<file path="src/rtl/burst_rr_arbiter_pkg.sv">
// Shared types and helpers for the burst round-robin arbiter.
// The search helper is sized for the largest supported requester count.
package burst_rr_arbiter_pkg;

  localparam int MAX_N = 16;

  typedef enum logic {
    IDLE = 1'b0,
    OWN  = 1'b1
  } state_t;

  // First set bit of e searching upward from ptr, wrapping n-1 -> 0.
  // Returns 0 when e is empty; callers qualify with |e.
  function automatic int rr_first_from(input logic [MAX_N-1:0] e,
                                       input logic [3:0]       ptr,
                                       input int               n);
    int idx;
    int pos;
    idx = 0;
    for (int k = MAX_N - 1; k >= 0; k--) begin
      if (k < n) begin
        pos = (int'(ptr) + k) % n;
        if (e[pos[3:0]]) idx = pos;
      end
    end
    return idx;
  endfunction

endpackage

</file>
<file path="src/rtl/burst_rr_arbiter_if.sv">
// Requester/resource handshake bundle for the burst round-robin arbiter.
// master = requester/resource side, slave = arbiter side.
interface burst_rr_arbiter_if #(
  parameter int N  = 4,
  parameter int QW = 4
);
  localparam int IW = $clog2(N);

  logic [N-1:0]    req;
  logic [N-1:0]    last;
  logic [N*QW-1:0] quota;
  logic            beat;
  logic [N-1:0]    grant;
  logic [IW-1:0]   grant_id;
  logic            busy;

  modport master (
    output req, last, quota, beat,
    input  grant, grant_id, busy
  );

  modport slave (
    input  req, last, quota, beat,
    output grant, grant_id, busy
  );
endinterface

</file>
<file path="src/rtl/burst_rr_arbiter_rr_pick.sv">
// Combinational wrap-around winner selection from an eligibility vector.
// Outputs are unregistered; the instantiating block registers them.
module rr_pick
  import burst_rr_arbiter_pkg::*;
#(
  parameter  int N  = 4,
  localparam int IW = $clog2(N)
) (
  input  logic [N-1:0]  i_e,
  input  logic [IW-1:0] i_ptr,
  output logic [N-1:0]  o_onehot,
  output logic [IW-1:0] o_idx
);

  assign o_idx = IW'(rr_first_from(MAX_N'(i_e), 4'(i_ptr), N));

  for (genvar gi = 0; gi < N; gi++) begin : g_onehot
    assign o_onehot[gi] = (|i_e) && (o_idx == IW'(gi));
  end

endmodule

</file>
<file path="src/rtl/burst_rr_arbiter.sv">
// Round-robin arbiter granting bursts bounded by a per-requester beat quota,
// with early release on last or request drop and one dead cycle between tenures.
module burst_rr_arbiter
  import burst_rr_arbiter_pkg::*;
#(
  parameter  int N  = 4,
  parameter  int QW = 4,
  localparam int IW = $clog2(N)
) (
  input  logic                clk,
  input  logic                rst,
  burst_rr_arbiter_if.slave   bus
);

  state_t        r_state;
  logic [N-1:0]  r_grant;
  logic [IW-1:0] r_grant_id;
  logic [IW-1:0] r_ptr;
  logic [QW-1:0] r_cnt;

  state_t        w_state_next;
  logic [N-1:0]  w_grant_next;
  logic [IW-1:0] w_id_next;
  logic [IW-1:0] w_ptr_next;
  logic [QW-1:0] w_cnt_next;

  logic [QW-1:0] w_quota_arr [N];
  logic [N-1:0]  w_elig;
  logic [N-1:0]  w_win_oh;
  logic [IW-1:0] w_win_idx;
  logic          w_end;

  for (genvar gi = 0; gi < N; gi++) begin : g_elig
    assign w_quota_arr[gi] = bus.quota[gi*QW +: QW];
    assign w_elig[gi]      = bus.req[gi] && (w_quota_arr[gi] != '0);
  end

  rr_pick #(.N(N)) u_pick (
    .i_e      (w_elig),
    .i_ptr    (r_ptr),
    .o_onehot (w_win_oh),
    .o_idx    (w_win_idx)
  );

  // Any combination of end conditions collapses into one release.
  assign w_end = (bus.beat && bus.last[r_grant_id])
              || (bus.beat && (r_cnt == QW'(1)))
              || !bus.req[r_grant_id];

  always_comb begin
    w_state_next = r_state;
    w_grant_next = r_grant;
    w_id_next    = r_grant_id;
    w_ptr_next   = r_ptr;
    w_cnt_next   = r_cnt;
    case (r_state)
      IDLE: begin
        if (|w_elig) begin
          w_state_next = OWN;
          w_grant_next = w_win_oh;
          w_id_next    = w_win_idx;
          w_cnt_next   = w_quota_arr[w_win_idx];
        end
      end
      OWN: begin
        if (w_end) begin
          w_state_next = IDLE;
          w_grant_next = '0;
          w_id_next    = '0;
          w_cnt_next   = '0;
          w_ptr_next   = (r_grant_id == IW'(N - 1)) ? '0 : r_grant_id + IW'(1);
        end else if (bus.beat) begin
          w_cnt_next = r_cnt - QW'(1);
        end
      end
      default: w_state_next = IDLE;
    endcase
  end

  always_ff @(posedge clk) begin
    if (rst) begin
      r_state    <= IDLE;
      r_grant    <= '0;
      r_grant_id <= '0;
      r_ptr      <= '0;
      r_cnt      <= '0;
    end else begin
      r_state    <= w_state_next;
      r_grant    <= w_grant_next;
      r_grant_id <= w_id_next;
      r_ptr      <= w_ptr_next;
      r_cnt      <= w_cnt_next;
    end
  end

  assign bus.grant    = r_grant;
  assign bus.grant_id = r_grant_id;
  assign bus.busy     = (r_state == OWN);

endmodule

</file>
<file path="src/flat_wrapper.sv">
// flat-port wrapper written by rule: the top's interface ports become plain ports
module burst_rr_arbiter_flat import burst_rr_arbiter_pkg::*;
#(
  parameter  int N  = 4,
  parameter  int QW = 4,
  localparam int IW = $clog2(N)
)
  (clk, rst, bus_req, bus_last, bus_quota, bus_beat, bus_grant, bus_grant_id, bus_busy);
  burst_rr_arbiter_if #(.N(N), .QW(QW)) bus_i ();
  input  logic clk;
  input  logic rst;
  input wire logic [$bits(bus_i.req)-1:0] bus_req;
  input wire logic [$bits(bus_i.last)-1:0] bus_last;
  input wire logic [$bits(bus_i.quota)-1:0] bus_quota;
  input wire logic [$bits(bus_i.beat)-1:0] bus_beat;
  output wire logic [$bits(bus_i.grant)-1:0] bus_grant;
  output wire logic [$bits(bus_i.grant_id)-1:0] bus_grant_id;
  output wire logic [$bits(bus_i.busy)-1:0] bus_busy;
  assign bus_i.req = bus_req;
  assign bus_i.last = bus_last;
  assign bus_i.quota = bus_quota;
  assign bus_i.beat = bus_beat;
  assign bus_grant = bus_i.grant;
  assign bus_grant_id = bus_i.grant_id;
  assign bus_busy = bus_i.busy;
  burst_rr_arbiter #(.N(N), .QW(QW)) u_core (.clk(clk), .rst(rst), .bus(bus_i));
endmodule
</file>
<file path="config.mk">
export PLATFORM = sky130hd
export DESIGN_NAME = burst_rr_arbiter_flat
export DESIGN_NICKNAME = d
export VERILOG_FILES = /design/src/rtl/burst_rr_arbiter_pkg.sv /design/src/rtl/burst_rr_arbiter_if.sv /design/src/rtl/burst_rr_arbiter_rr_pick.sv /design/src/rtl/burst_rr_arbiter.sv /design/src/flat_wrapper.sv
export SDC_FILE = /design/constraint.sdc
export NUM_CORES = 1
export LEC_CHECK = 0
export CORE_UTILIZATION = 30
export CTS_CLUSTER_DIAMETER = 120
export DETAILED_ROUTE_END_ITERATION = 8
export MAX_ROUTING_LAYER = met4
export PLACE_DENSITY = 0.56
export REMOVE_ABC_BUFFERS = 1
export SLEW_MARGIN = 20
export SYNTH_ARGS = -nofsm -noshare
export SYNTH_HDL_FRONTEND = slang
export SYNTH_HIERARCHICAL = 1
export SYNTH_SLANG_ARGS = --single-unit
export TNS_END_PERCENT = 100
</file>
<file path="constraint.sdc">
create_clock -name clk -period 4.65 [get_ports clk]
set_input_delay 0.93 -clock clk [delete_from_list [all_inputs] [get_ports clk]]
set_output_delay 0.93 -clock clk [all_outputs]
set_load 0.01 [all_outputs]
</file>
Word level (Yosys, flattened, before mapping)
Index checks and enable logic that the tools add are counted.
{ "op_classes": {"n_reduce_logical": 25, "bitwise": 5, "magnitude_cmp": 6, "muxes": 33, "add_sub_neg": 5, "eq_ne": 8} }
{ "op_table": {"columns": ["op", "count"], "rows": [
  ["$mux W4", 7],
  ["$pmux W4 S2", 2],
  ["$reduce_bool A4 Y1", 4],
  ["$lt A4 B5 Y1 const B", 3],
  ["$mux W2", 7],
  ["$logic_and A1 B1 Y1", 10],
  ["$bmux W1 S3", 3],
  ["$bmux W4 S2", 1],
  ["$mux W1", 8],
  ["$bmux W1 S2", 3],
  ["$eq A2 B2 Y1 const B", 3],
  ["$reduce_and A2 Y1", 3],
  ["$reduce_or A2 Y1", 3],
  ["$lt A2 B5 Y1 const B", 1],
  ["$add A2 B1 Y2 const B", 2],
  ["$add A2 B2 Y2 const B", 2],
  ["$eq A4 B1 Y1 const B", 1],
  ["$pmux W2 S2", 1],
  ["$reduce_or A4 Y1", 1],
  ["$sub A4 B1 Y4 const B", 1],
  ["$and A1 B1 Y1 const A", 3],
  ["$ge A3 B3 Y1 const B", 1],
  ["$lt A2 B3 Y1 const B", 1],
  ["$ne A3 B3 Y1 const B", 1],
  ["other kinds (9)", 10]
]} }
{ "word_totals": {"regBits": 13, "inputBits": 27, "elab_cells": 87, "out_inout_bits": 7} }

Longest topological paths before layout
{ "depth": {"ltp_word": 15, "depth_mapped": 11} }

Hierarchy
Netlist, hierarchy kept.
{ "by_module_without_submodules": {"columns": ["module", "seq_area_each_um2", "cells_per_inst", "area_each_um2", "n_inst"], "rows": [
  ["burst_rr_arbiter", 260.2, 101, 947.2, 1],
  ["rr_pick", 0.0, 30, 187.7, 1]
]} }

Worst setup path after synthesis
No wires, ideal clock.
{ "synth_timing": {"kind": "input -> register", "start": "in bus_quota[0]", "end": "reg u_core.r_cnt[3]", "path_stages": 10, "required_ns": 4.525, "setup_time_ns": 0.125, "path_slack_ns": 1.562, "t_arrival_ns": 2.963, "n_path_buf": 1, "path_cell_list": "o41ai_1 > inv_1 > nor2b_4 > o21ai_0 > nor3b_2 > clkbuf_2 > mux4_2 > nor2_1 > a211o_1 > o32ai_1"} }
{ "synth_between": {"elab_chain_len": 14, "word_cells_on_any_way": 23, "classes_between": "eq/ne (1); mux (17); bitwise (1); reduce/logical (4)"} }
{ "synth_lines": {"columns": ["element", "line_no", "text"], "rows": [
  ["start: declaration", "flat_wrapper.sv:14", "input wire logic [$bits(bus_i.quota)-1:0] bus_quota;"],
  ["$reduce_bool A4 Y1 (*)", "burst_rr_arbiter.sv:35", "assign w_elig[gi] = bus.req[gi] && (w_quota_arr[gi] != '0);"],
  ["$logic_and A1 B1 Y1 (*)", "burst_rr_arbiter.sv:35", null],
  ["via u_core.w_elig[0]", "burst_rr_arbiter.sv:28", "logic [N-1:0] w_elig;"],
  ["$bmux W1 S3", "burst_rr_arbiter_pkg.sv:23", "if (e[pos[3:0]]) idx = pos;"],
  ["$mux W1 (implied by the code)", "burst_rr_arbiter_pkg.sv:23", null],
  ["$mux W2 (3 in series)", "burst_rr_arbiter_pkg.sv:23", null],
  ["$mux W2 (*)", "burst_rr_arbiter_pkg.sv:23", null],
  ["via u_core.w_win_idx[0]", "burst_rr_arbiter.sv:30", "logic [IW-1:0] w_win_idx;"],
  ["$not A2 Y3 (implied by the code) (*)", "burst_rr_arbiter.sv:62", "w_cnt_next = w_quota_arr[w_win_idx];"],
  ["$bmux W4 S2 (*)", "burst_rr_arbiter.sv:62", null],
  ["$mux W4 (implied by the code) (*) (2 in series)", "burst_rr_arbiter.sv:62", null],
  ["$mux W4 (*)", "burst_rr_arbiter.sv:58", "if (|w_elig) begin"],
  ["$pmux W4 S2 (*)", "burst_rr_arbiter.sv:56", "case (r_state)"],
  ["end signal: assignment", "burst_rr_arbiter.sv:92", "r_cnt <= w_cnt_next;"],
  ["end: declaration", "burst_rr_arbiter.sv:19", "logic [QW-1:0] r_cnt;"]
]} }
Mark *: on every way through the listed nets, which the timed path passes. The rest lies on a longest branch. The select of a mux whose other input is x is not followed.
A chain may end at the register's enable or synchronous reset.

Final worst setup path
Ends and elaborated chain as after synthesis.

==> qor_table.md <==
| Step | Result | Value |
|---|---|---|
| drt | Initial DRT Pass Iterations | 5 |
| drt | Via count | 1,148 |
| sta | Worst slew margin | 34.5% |
| clock tree | CTS clock-pin slew for the worst setup and hold paths | 0.06 ns |
| grt | Number of global-route vias before repair | 1,075 |
| placement | Post-detail-place hpwl | 2460 um |
| synthesis | Cell Area, Synth | 1130 um2 |
| power | Power Total | 407 uW |
| placement | Global placer's final weighted congestion | 0.805 |
| hold path | Min-delay worst type | flop to flop |
| critical path | Data arrival time of the critical path | 3.98 ns |
| synthesis | Number of standard cells after synthesis | 131 |
| synthesis | Mean cell area of the mapped netlist | 8.66 um2 |
| power | Total leakage power | 0.000576 uW |
| sta | Maximum clock rate | 260 MHz |
| critical path | Launch point of the critical path | bus_quota[0] |
| clock tree | Post-CTS Hold Fix Bufs | 0 |
| power | Total power per unit cell area | 265 nW/um2 |
| synthesis | Share of async-settable or async-resettable flops after synthesis | 0% |
| clock tree | TritonCTS clock tree | built |
| clock tree | Later-pin clock latency in the skew report | 0.24 ns |
| sta | Maximum clock skew at final layout | 0.00103 ns |
| placement | Number of buffer cells added on primary ports | 33 |
| sta | Final hold violation count | 0 |
| synthesis | Share of the synthesized netlist area taken by xor and xnor gates | 1.54% |
| sta | Crit path setup slack, layout | 0.798 ns |
| clock tree | Number of buffers between clock root and the deepest sink | 2 |
| layout | Area taken by multi-input logic gates | 783 um2 |
| synthesis | Main combinational cell family by area after synthesis | compound AO/OA/AOI/OAI gates |
| drt | Detailed-route wire length per cell | 15.1 um |
| synthesis | Post-synth EDFFs | 0 |
| clock tree | Root Buffer | sky130_fd_sc_hd__clkbuf_8 |
| grt | Initial antenna violation count | 0 |
| synthesis | Simple logic cell fraction of the synthesized area | 19.1% |
| die | I/O pins | 34 |
| die | Row count | 21 |
| critical path | Critical R2R Launch | u_core/r_ptr[0] |
| sta | Unrepaired setup endpoints after global routing | false |
| clock tree | Post-CTS Setup Repair Bufs | 0 |
| layout | Area delta synth->final | 35.5% |
| die | Die outline area | 4030 um2 |
| sta | Final worst path period need | 3.85 ns |
| drt | Number of DRC markers in iteration 0 | 82 |
| clock tree | Number of buffers inserted during clock tree synthesis | 3 |
| critical path | Register-to-Register Path Depth | 7 |
| sta | Number of pins with negative max-slew slack in the final report | 0 |
| grt | First-pass GRT wire length | 5110 um |
| sta | Count of endpoints failing setup in the final report | 0 |
| sta | Total negative slack for setup checks | 0 ns |
| die | Effective utilization at floorplan | 32.7% |
| layout | Final Cell Area | 1540 um2 |
| grt | Global-route total usage across every layer | 16.5% |
| clock tree | Number of gates resized after cts | 0 |
| synthesis | Post-synthesis sequential area ratio | 22.9% |
| die | Vertical extent of the die | 63.5 um |
| layout | Diode count | 0 |
| die | Core footprint | 3470 um2 |
| layout | Fraction of final layout cells sized beyond drive strength 1 | 12.4% |
| grt | Pin count of the biggest net entering global routing | 16 |
| critical path | Path type of the worst setup path | primary input to flop |
| die | Overall die width | 63.5 um |
| synthesis | Fraction of synthesized area in multiplexers | 15.0% |
| critical path | Kind of start point of the critical path | primary input |
| synthesis | Most used flip-flop cell after synthesis | sky130_fd_sc_hd__dfxtp_1 |
| job | Number of max-cap violations | 0 |
| placement | Area after DPL | 1490 um2 |
| drt | Vias per std cell | 5.55 |
| critical path | Worst Setup End Kind | flop |
| synthesis | Yosys Warn Count | 6 |
| clock tree | Number of H-tree branching levels | 1 |
| layout | Commonest cells after routing, fill and taps aside | sky130_fd_sc_hd__clkdlybuf4s50_1 (33), sky130_fd_sc_hd__inv_1 (16), sky130_fd_sc_hd__dfxtp_1 (13) |
| synthesis | Register bit total from synthesis | 13 |
| critical path | Required time of the critical path | 4.78 ns |
| sta | Hold_ws | 0.471 ns |
| drt | Residual antenna-violating net count after detailed routing | 0 |
| synthesis | Adder-cell share of the synthesized area | 3.31% |
| sta | Final Cycle Share | 82.8% |
| drt | Wirelength, routed | 3130 um |
| power | Worst IR Drop VDD | 151 uV |
| sta | Transition time at the pin with the least slew margin | 0.970 ns |
| layout | Most frequent standard cell in the layout excluding fill and tap cells | sky130_fd_sc_hd__clkdlybuf4s50_1 |
| hold path | Worst hold stages | 2 |
| layout | Sequential Area | 260 um2 |
| layout | Count of nets after finishing | 192 |
| critical path | Worst-path fanout max | 8 |
| drt | DRC Markers | 0 |
| clock tree | Number of clock sinks | 13 |
| status | Run status | finished, final reports clean |
| synthesis | Number of distinct library cell variants in the gate-level netlist after synthesis | 44 |
| placement | Pre-CTS worst setup slack | 0.628 ns |
| hold path | Hold_sp | u_core/bus.grant[0] |
| synthesis | Post-synthesis compound-gate area fraction | 30.1% |
| grt | Remaining global-route overflow | 0 |
| layout | Total of fill cells in the finished design | 370 |
## kinds of logic (layout without fill, tap and decap cells)
group | count (synthesis) | count (layout)
adder cells (fa/ha/maj) | 3 | 3
flip-flops | 13 | 13
XOR/XNOR | 2 | 2
multiplexers | 10 | 10
AND/OR/NAND/NOR | 39 | 39
AO/OA/AOI/OAI | 41 | 41
buffers and inverters | 23 | 53
## final cells by class
| class | count | share of cell area, % |
|---|---|---|
| tap | 46 | 3.74 |
| sequential | 13 | 16.9 |
| inverter | 16 | 3.91 |
| clock buffer | 3 | 2.69 |
| timing repair buffer | 33 | 21.5 |
| clock inverter | 1 | 0.325 |
| multi-input combinational | 95 | 50.9 |
## power breakdown
part | total [uW] | switching (uW) | internal, uW | leakage [uW]
sequential | 145 | 20.3 | 124 | 0.000107
combinational | 160 | 75.2 | 84.9 | 0.000444
clock | 102 | 42.8 | 59.2 | 0.0000255
total | 407 | 138 | 269 | 0.000576
## synthesized netlist by cell type (all sizes together) (2+ instances only)
cell | number | area [um2]
nand2 | 6 | 22.5
buf | 3 | 15.0
a32oi | 2 | 17.5
nor2 | 7 | 26.3
clkbuf | 4 | 16.3
nand3 | 8 | 40.0
dfxtp | 13 | 260
o311ai | 3 | 26.3
mux2i | 2 | 20.0
o21a | 2 | 15.0
o21ai | 4 | 20.0
nand4 | 3 | 18.8
ha | 3 | 37.5
a21oi | 7 | 46.3
inv | 16 | 60.1
nor3 | 5 | 25.0
nor2b | 4 | 32.5
mux4 | 5 | 113
o41ai | 10 | 87.6
mux2 | 3 | 37.5
o31a | 2 | 26.3
a31oi | 2 | 12.5
## per-layer routing
metal | share of wire [%] | vias up | wire (um) | GRT usage [%]
met5 | 0 | - | 0 | -
met4 | 0.38 | 0 | 12 | 3.69
met3 | 2.8 | 2 | 88 | 3.99
met2 | 52 | 18 | 1630 | 28.5
met1 | 45 | 568 | 1400 | 19.2
li1 | - | 560 | - | -
## sequential cells by signal (all words and copies together), names as in the netlist
name,count
u_core/bus.grant_id,2
u_core/r_ptr,2
u_core/r_cnt,4
u_core/bus.grant,4
u_core/bus.busy,1
## critical path: stages
cell and delay (ns):
sky130_fd_sc_hd__clkdlybuf4s50_1 0.42, sky130_fd_sc_hd__o41ai_1 0.66, sky130_fd_sc_hd__inv_1 0.28, sky130_fd_sc_hd__nor2b_4 0.21, sky130_fd_sc_hd__o21ai_0 0.14, sky130_fd_sc_hd__nor3b_2 0.47, sky130_fd_sc_hd__mux4_2 0.57, sky130_fd_sc_hd__nor2_1 0.11
sky130_fd_sc_hd__a211o_1 0.11, sky130_fd_sc_hd__o32ai_1 0.07
## worst paths after layout
check	slack, ns	to
max	0.80	u_core/r_cnt[3]
min	0.47	u_core/bus.grant[0]
max reg2reg	2.41	u_core/r_cnt[3]
min reg2reg	0.47	u_core/bus.grant[0]
## through the flow
stage | utilization, % | cells
2_1_floorplan | - | 124
3_3_place_gp | 43.0 | 203
3_5_place_dp | 43.0 | 203
4_1_cts | 44.3 | 207
5_1_grt | 44.3 | 207
6_report | 44.3 | 207
(Power assumes the default switching activity.)
